$ cat src/rtl/audio_pkg.sv
// Shared types and helpers for the serial audio output path.
// PCM mapping of the square level lives here so other audio blocks can reuse it.
package audio_pkg;

  typedef enum logic {
    IDLE = 1'b0,
    RUN  = 1'b1
  } i2s_state_t;

  localparam int          DEF_SAMPLE_W  = 16;
  localparam logic [31:0] DEF_AMPLITUDE = 32'h0000_2000;

  // Result is 32-bit two's complement; callers truncate to their slot width.
  function automatic logic [31:0] level_to_pcm(input logic        level,
                                               input logic        mute,
                                               input logic [31:0] amp = DEF_AMPLITUDE);
    if (mute) return '0;
    return level ? amp : (~amp + 32'd1);
  endfunction

endpackage

$ cat src/rtl/i2s_clk_div.sv
// BCLK divider: free-running div_cnt, registered bclk and a falling-event strobe.
// The synchronous clear parks everything at zero while the transmitter is idle.
module i2s_clk_div #(
  parameter int CLK_DIV = 32
) (
  input  logic clk,
  input  logic rst_n,
  input  logic clear,
  output logic bclk,
  output logic fall
);

  localparam int            DW   = $clog2(CLK_DIV);
  localparam logic [DW-1:0] LAST = DW'(CLK_DIV - 1);
  localparam logic [DW-1:0] HALF = DW'(CLK_DIV / 2);

  logic [DW-1:0] div_cnt;
  logic [DW-1:0] div_nxt;

  assign div_nxt = (div_cnt == LAST) ? '0 : div_cnt + 1'b1;
  // Asserted in the cycle whose closing edge wraps div_cnt, i.e. BCLK falls.
  assign fall    = !clear && (div_cnt == LAST);

  always_ff @(posedge clk or negedge rst_n) begin
    if (!rst_n) begin
      div_cnt <= '0;
      bclk    <= 1'b0;
    end else if (clear) begin
      div_cnt <= '0;
      bclk    <= 1'b0;
    end else begin
      div_cnt <= div_nxt;
      bclk    <= (div_nxt >= HALF);
    end
  end

endmodule

$ cat src/rtl/square_i2s_tx.sv
// Philips I2S transmitter for the square-wave test path: both channels carry
// a fixed-amplitude PCM sample chosen from square_in/mute at every frame start.
//
//   state | meaning
//   IDLE  | all outputs and counters held at 0, waiting for enable
//   RUN   | streaming frames; a pending stop ends RUN at the next frame end
module square_i2s_tx
  import audio_pkg::*;
#(
  parameter int                  CLK_DIV   = 32,
  parameter int                  SAMPLE_W  = DEF_SAMPLE_W,
  parameter logic [SAMPLE_W-1:0] AMPLITUDE = SAMPLE_W'(DEF_AMPLITUDE)
) (
  input  logic clk,
  input  logic rst_n,
  input  logic square_in,
  input  logic enable,
  input  logic mute,
  output logic bclk,
  output logic lrclk,
  output logic sdata,
  output logic sample_strobe
);

  localparam int            FW        = 2 * SAMPLE_W;
  localparam int            BW        = $clog2(FW);
  localparam logic [BW-1:0] LAST_BIT  = BW'(FW - 1);
  localparam logic [BW-1:0] RIGHT_BIT = BW'(SAMPLE_W);

  i2s_state_t          state, state_nxt;
  logic                fall, frame_end, load, stop_pend;
  logic [BW-1:0]       bit_cnt, bit_nxt;
  logic [FW-1:0]       frame_sr;
  logic [SAMPLE_W-1:0] sample;

  i2s_clk_div #(.CLK_DIV(CLK_DIV)) u_clk_div (
    .clk   (clk),
    .rst_n (rst_n),
    .clear (state == IDLE),
    .bclk  (bclk),
    .fall  (fall)
  );

  assign sample    = SAMPLE_W'(level_to_pcm(square_in, mute, 32'(AMPLITUDE)));
  assign bit_nxt   = bit_cnt + 1'b1;
  assign frame_end = fall && (bit_cnt == LAST_BIT);

  always_ff @(posedge clk or negedge rst_n) begin
    if (!rst_n) state <= IDLE;
    else        state <= state_nxt;
  end

  always_comb begin
    state_nxt = state;
    load      = 1'b0;
    case (state)
      IDLE: begin
        if (enable) begin
          state_nxt = RUN;
          load      = 1'b1;
        end
      end
      RUN: begin
        if (frame_end) begin
          if (stop_pend || !enable) state_nxt = IDLE;
          else                      load      = 1'b1;
        end
      end
      default: state_nxt = IDLE;
    endcase
  end

  // Frame register shifts MSB-first; after FW-1 shifts its MSB is the old right LSB,
  // which is exactly what the one-bit delay puts out in the next frame's slot 0.
  always_ff @(posedge clk or negedge rst_n) begin
    if (!rst_n) begin
      bit_cnt       <= '0;
      frame_sr      <= '0;
      lrclk         <= 1'b0;
      sdata         <= 1'b0;
      sample_strobe <= 1'b0;
      stop_pend     <= 1'b0;
    end else if (state_nxt == IDLE) begin
      bit_cnt       <= '0;
      frame_sr      <= '0;
      lrclk         <= 1'b0;
      sdata         <= 1'b0;
      sample_strobe <= 1'b0;
      stop_pend     <= 1'b0;
    end else begin
      sample_strobe <= load;
      if (state == RUN && !enable) stop_pend <= 1'b1;
      if (load) begin
        bit_cnt  <= '0;
        lrclk    <= 1'b0;
        frame_sr <= {sample, sample};
        sdata    <= (state == RUN) ? frame_sr[FW-1] : 1'b0;
      end else if (fall) begin
        bit_cnt  <= bit_nxt;
        lrclk    <= (bit_nxt >= RIGHT_BIT);
        sdata    <= frame_sr[FW-1];
        frame_sr <= {frame_sr[FW-2:0], 1'b0};
      end
    end
  end

endmodule

$ cat config.mk
export PLATFORM = sky130hd
export DESIGN_NAME = square_i2s_tx
export DESIGN_NICKNAME = d
export VERILOG_FILES = /design/src/rtl/audio_pkg.sv /design/src/rtl/i2s_clk_div.sv /design/src/rtl/square_i2s_tx.sv
export SDC_FILE = /design/constraint.sdc
export NUM_CORES = 1
export LEC_CHECK = 0
export CORE_MARGIN = 3
export CORE_UTILIZATION = 57
export CTS_CLUSTER_SIZE = 20
export DETAILED_ROUTE_END_ITERATION = 8
export GPL_ROUTABILITY_DRIVEN = 0
export PLACE_DENSITY = 0.77
export SLEW_MARGIN = 20
export SYNTH_ARGS = -nofsm -noshare
export SYNTH_HDL_FRONTEND = slang
export SYNTH_SLANG_ARGS = --single-unit
$ cat constraint.sdc
create_clock -name clk -period 2.13 [get_ports clk]
set_input_delay 0.639 -clock clk [delete_from_list [all_inputs] [get_ports clk]]
set_output_delay 0.639 -clock clk [all_outputs]
set_load 0.005 [all_outputs]
==> run metrics <==
status=finished clean; synth top area cells=dfrtp_1 (57%), a22o_1 (10%), a32oi_1 (6.1%); Worst slew margin=72.5%; FF/Latch Area=826 um2; share of cells above drive strength 1=10.6%; non-filler instance count after layout=160; number of global-route vias before repair=990; Sw Ratio=between 20% and 30%; Final HPWL DP=1720 um; Clock Tree Buf Depth=2; Syn Nets=128; Place WS=5.51 ps; Placeable Area=~2300 um2; Post-Syn Area=between 1000 and 1500 um2; FF+latch count, synth=33; pwr dens=800 nW/um2; Placed Instances=152; Least-Margin Pin Slew=413 ps; global-route wire length before repair=4470 um; most frequent cell after synthesis=dfrtp_1; Avg Inst Size Synth=12.1 um2; die width=56.4 um; ANT nets after route=0; clock-pin slew on the worst setup and hold paths=100 ps; Clk network pwr share=25.8%; crit path launch type=flip-flop; Hold Crit Class=reg2reg; total of max-cap violations=0; maximum vdd drop=between 0.0005 and 0.0006 V; register area share after synthesis=57.1%; Leak Pwr=0.775 nW; Die H=56.4 um; Flop pwr share=57.9%; Row Count=17; Ys Warns=0; n_diodes=0; Slew Limit Fails=0; Final Util=70.0%; Fillers=between 150 and 200; Int Power=~930 uW; Critical Path Fanout Max=9; post-synth cell types=27; final cycle utilization of the critical path=89.4%; cell count after synthesis=~120; Clock Latency Late Sink=330 ps; number of synthesized flops with an enable pin=0; cts hold-fix bufs=0; Setup Skew=11.7 ps; data required time at the worst endpoint=2370 ps; GRT overflow=0; P&R area growth vs syn=11.3%; initial antenna violation count=0; largest net degree at the start of global routing=34; area post-placement=1560 um2; Critical Path AT=2150 ps; IO Pins=9; prevailing post-synth register cell=dfrtp_1; first drt pass iteration count=4; switching power=360 uW; Setup Fix Bufs, Post-CTS=0; Vias/cell=6.21; commonest cells in the synthesized netlist=dfrtp_1 (33), a22o_1 (17), nand2_1 (12); routed wire length=approximately 2600 um; top cell type by total area after synthesis=dfrtp_1; I/O Buffers=8; combinational share of power=roughly 16%; CP endpoint kind=flip-flop; CTS H-tree depth=2; async set-reset flop share out of synthesis=100%; Num CTS Buffers=5; Wirelength per Cell=16.0 um; unrepaired setup endpoints after global routing=false; Initial Util=about 63%; drt drc=0; Die ar.=3180 um2; setup violators final=0; DR iter-0 viols=20; final hold slack=~470 ps; CTS tree=built; nets@finish=between 100 and 150; final hold viol count=0; critical setup path kind=reg2reg; post_cts resized=0; Multi-input gate area=559 um2; clk sinks=33; Pwr Total=around 1.3 mW; All-Layer GR Usage=a little under a fifth; design area=between 1500 and 2000 um2; final worst setup slack=225 ps; CTS root buffer=clkbuf_4; Max Clk Rate=0.525 GHz; total number of vias=~990; area share of the leading cell type in the synthesized netlist=57.1%; minimum clock period=1910 ps; setup TNS=0 ps
final cells by class:
cell class | instances | share of cell area (%)
multi-input cells | 76 | 34.8
well taps | 28 | 2.18
flip-flops and latches | 33 | 51.3
clock inverters | 2 | 0.622
repair buffers | 13 | 8.09
clock buffers | 6 | 2.57
inverters | 2 | 0.467
layout by cell type (no fill, tap or decap), types with 3 or more instances in the layout:
master and instances:
a22o_1 17, a32oi_1 10, ha_1 4, clkbuf_4 5
nor2_1 4, o21ai_0 4, buf_4 4, nor2b_1 3
nand2_1 12, clkdlybuf4s50_1 8, dfrtp_1 33
flip-flops by register name, summed over array words and instances (netlist names):
name               cells
u_clk_div.div_cnt      4
sdata                  1
u_clk_div.bclk         1
sample_strobe          1
lrclk                  1
frame_sr              19
state                  1
bit_cnt                4
stop_pend              1
power by group through the flow:
stage	clock network, mW	logic, mW	registers [mW]
2_1_floorplan	0	0.142	0.746
3_3_place_gp	0	0.199	0.753
3_5_place_dp	0	0.211	0.756
4_1_cts	0.342	0.213	0.744
5_1_grt	0.371	0.242	0.755
6_report	0.332	0.210	0.745
cell families (layout without fill, tap and decap cells):
logic type               Yosys count  in the layout  share of synthesized area, %
AO/OA/AOI/OAI                     37             37                          20.6
XOR/XNOR                           2              2                          1.21
AND/OR/NAND/NOR                   33             33                          13.4
adder cells (fa/ha/maj)            4              4                          3.46
buffers and inverters             10             23                          4.16
flip-flops                        33             33                          57.1
critical path: stages (launching register included):
cell      delay, ps
dfrtp_1         380
ha_1            190
and3_1          160
ha_1            350
nand4b_4        210
a211o_1         350
a32oi_1         190
final timing paths:
check / startpoint / cells after the start / endpoint / slack [ps]
setup reg to reg: u_clk_div.div_cnt[0]$_DFF_PN0_ / 6 / frame_sr[14]$_DFFE_PN0P_ / 220
setup / recovery: u_clk_div.div_cnt[0]$_DFF_PN0_ / 6 / frame_sr[14]$_DFFE_PN0P_ / 220
max in group asynchronous: rst_n / 2 / frame_sr[23]$_DFFE_PN0P_ / 1130
hold reg to reg: u_clk_div.div_cnt[0]$_DFF_PN0_ / 1 / u_clk_div.div_cnt[0]$_DFF_PN0_ / 470
min in group asynchronous: rst_n / 2 / frame_sr[29]$_DFFE_PN0P_ / 690
hold / removal: u_clk_div.div_cnt[0]$_DFF_PN0_ / 1 / u_clk_div.div_cnt[0]$_DFF_PN0_ / 470
routing by layer:
metal	track usage (%)	vias to the layer above	wire length [um]
met5	0	-	0
met4	8.81	0	48
met3	5.52	7	94
met2	28.7	20	1260
met1	22.6	496	1150
li1	-	470	-
No activity file was read; power rests on OpenSTA's default activity.
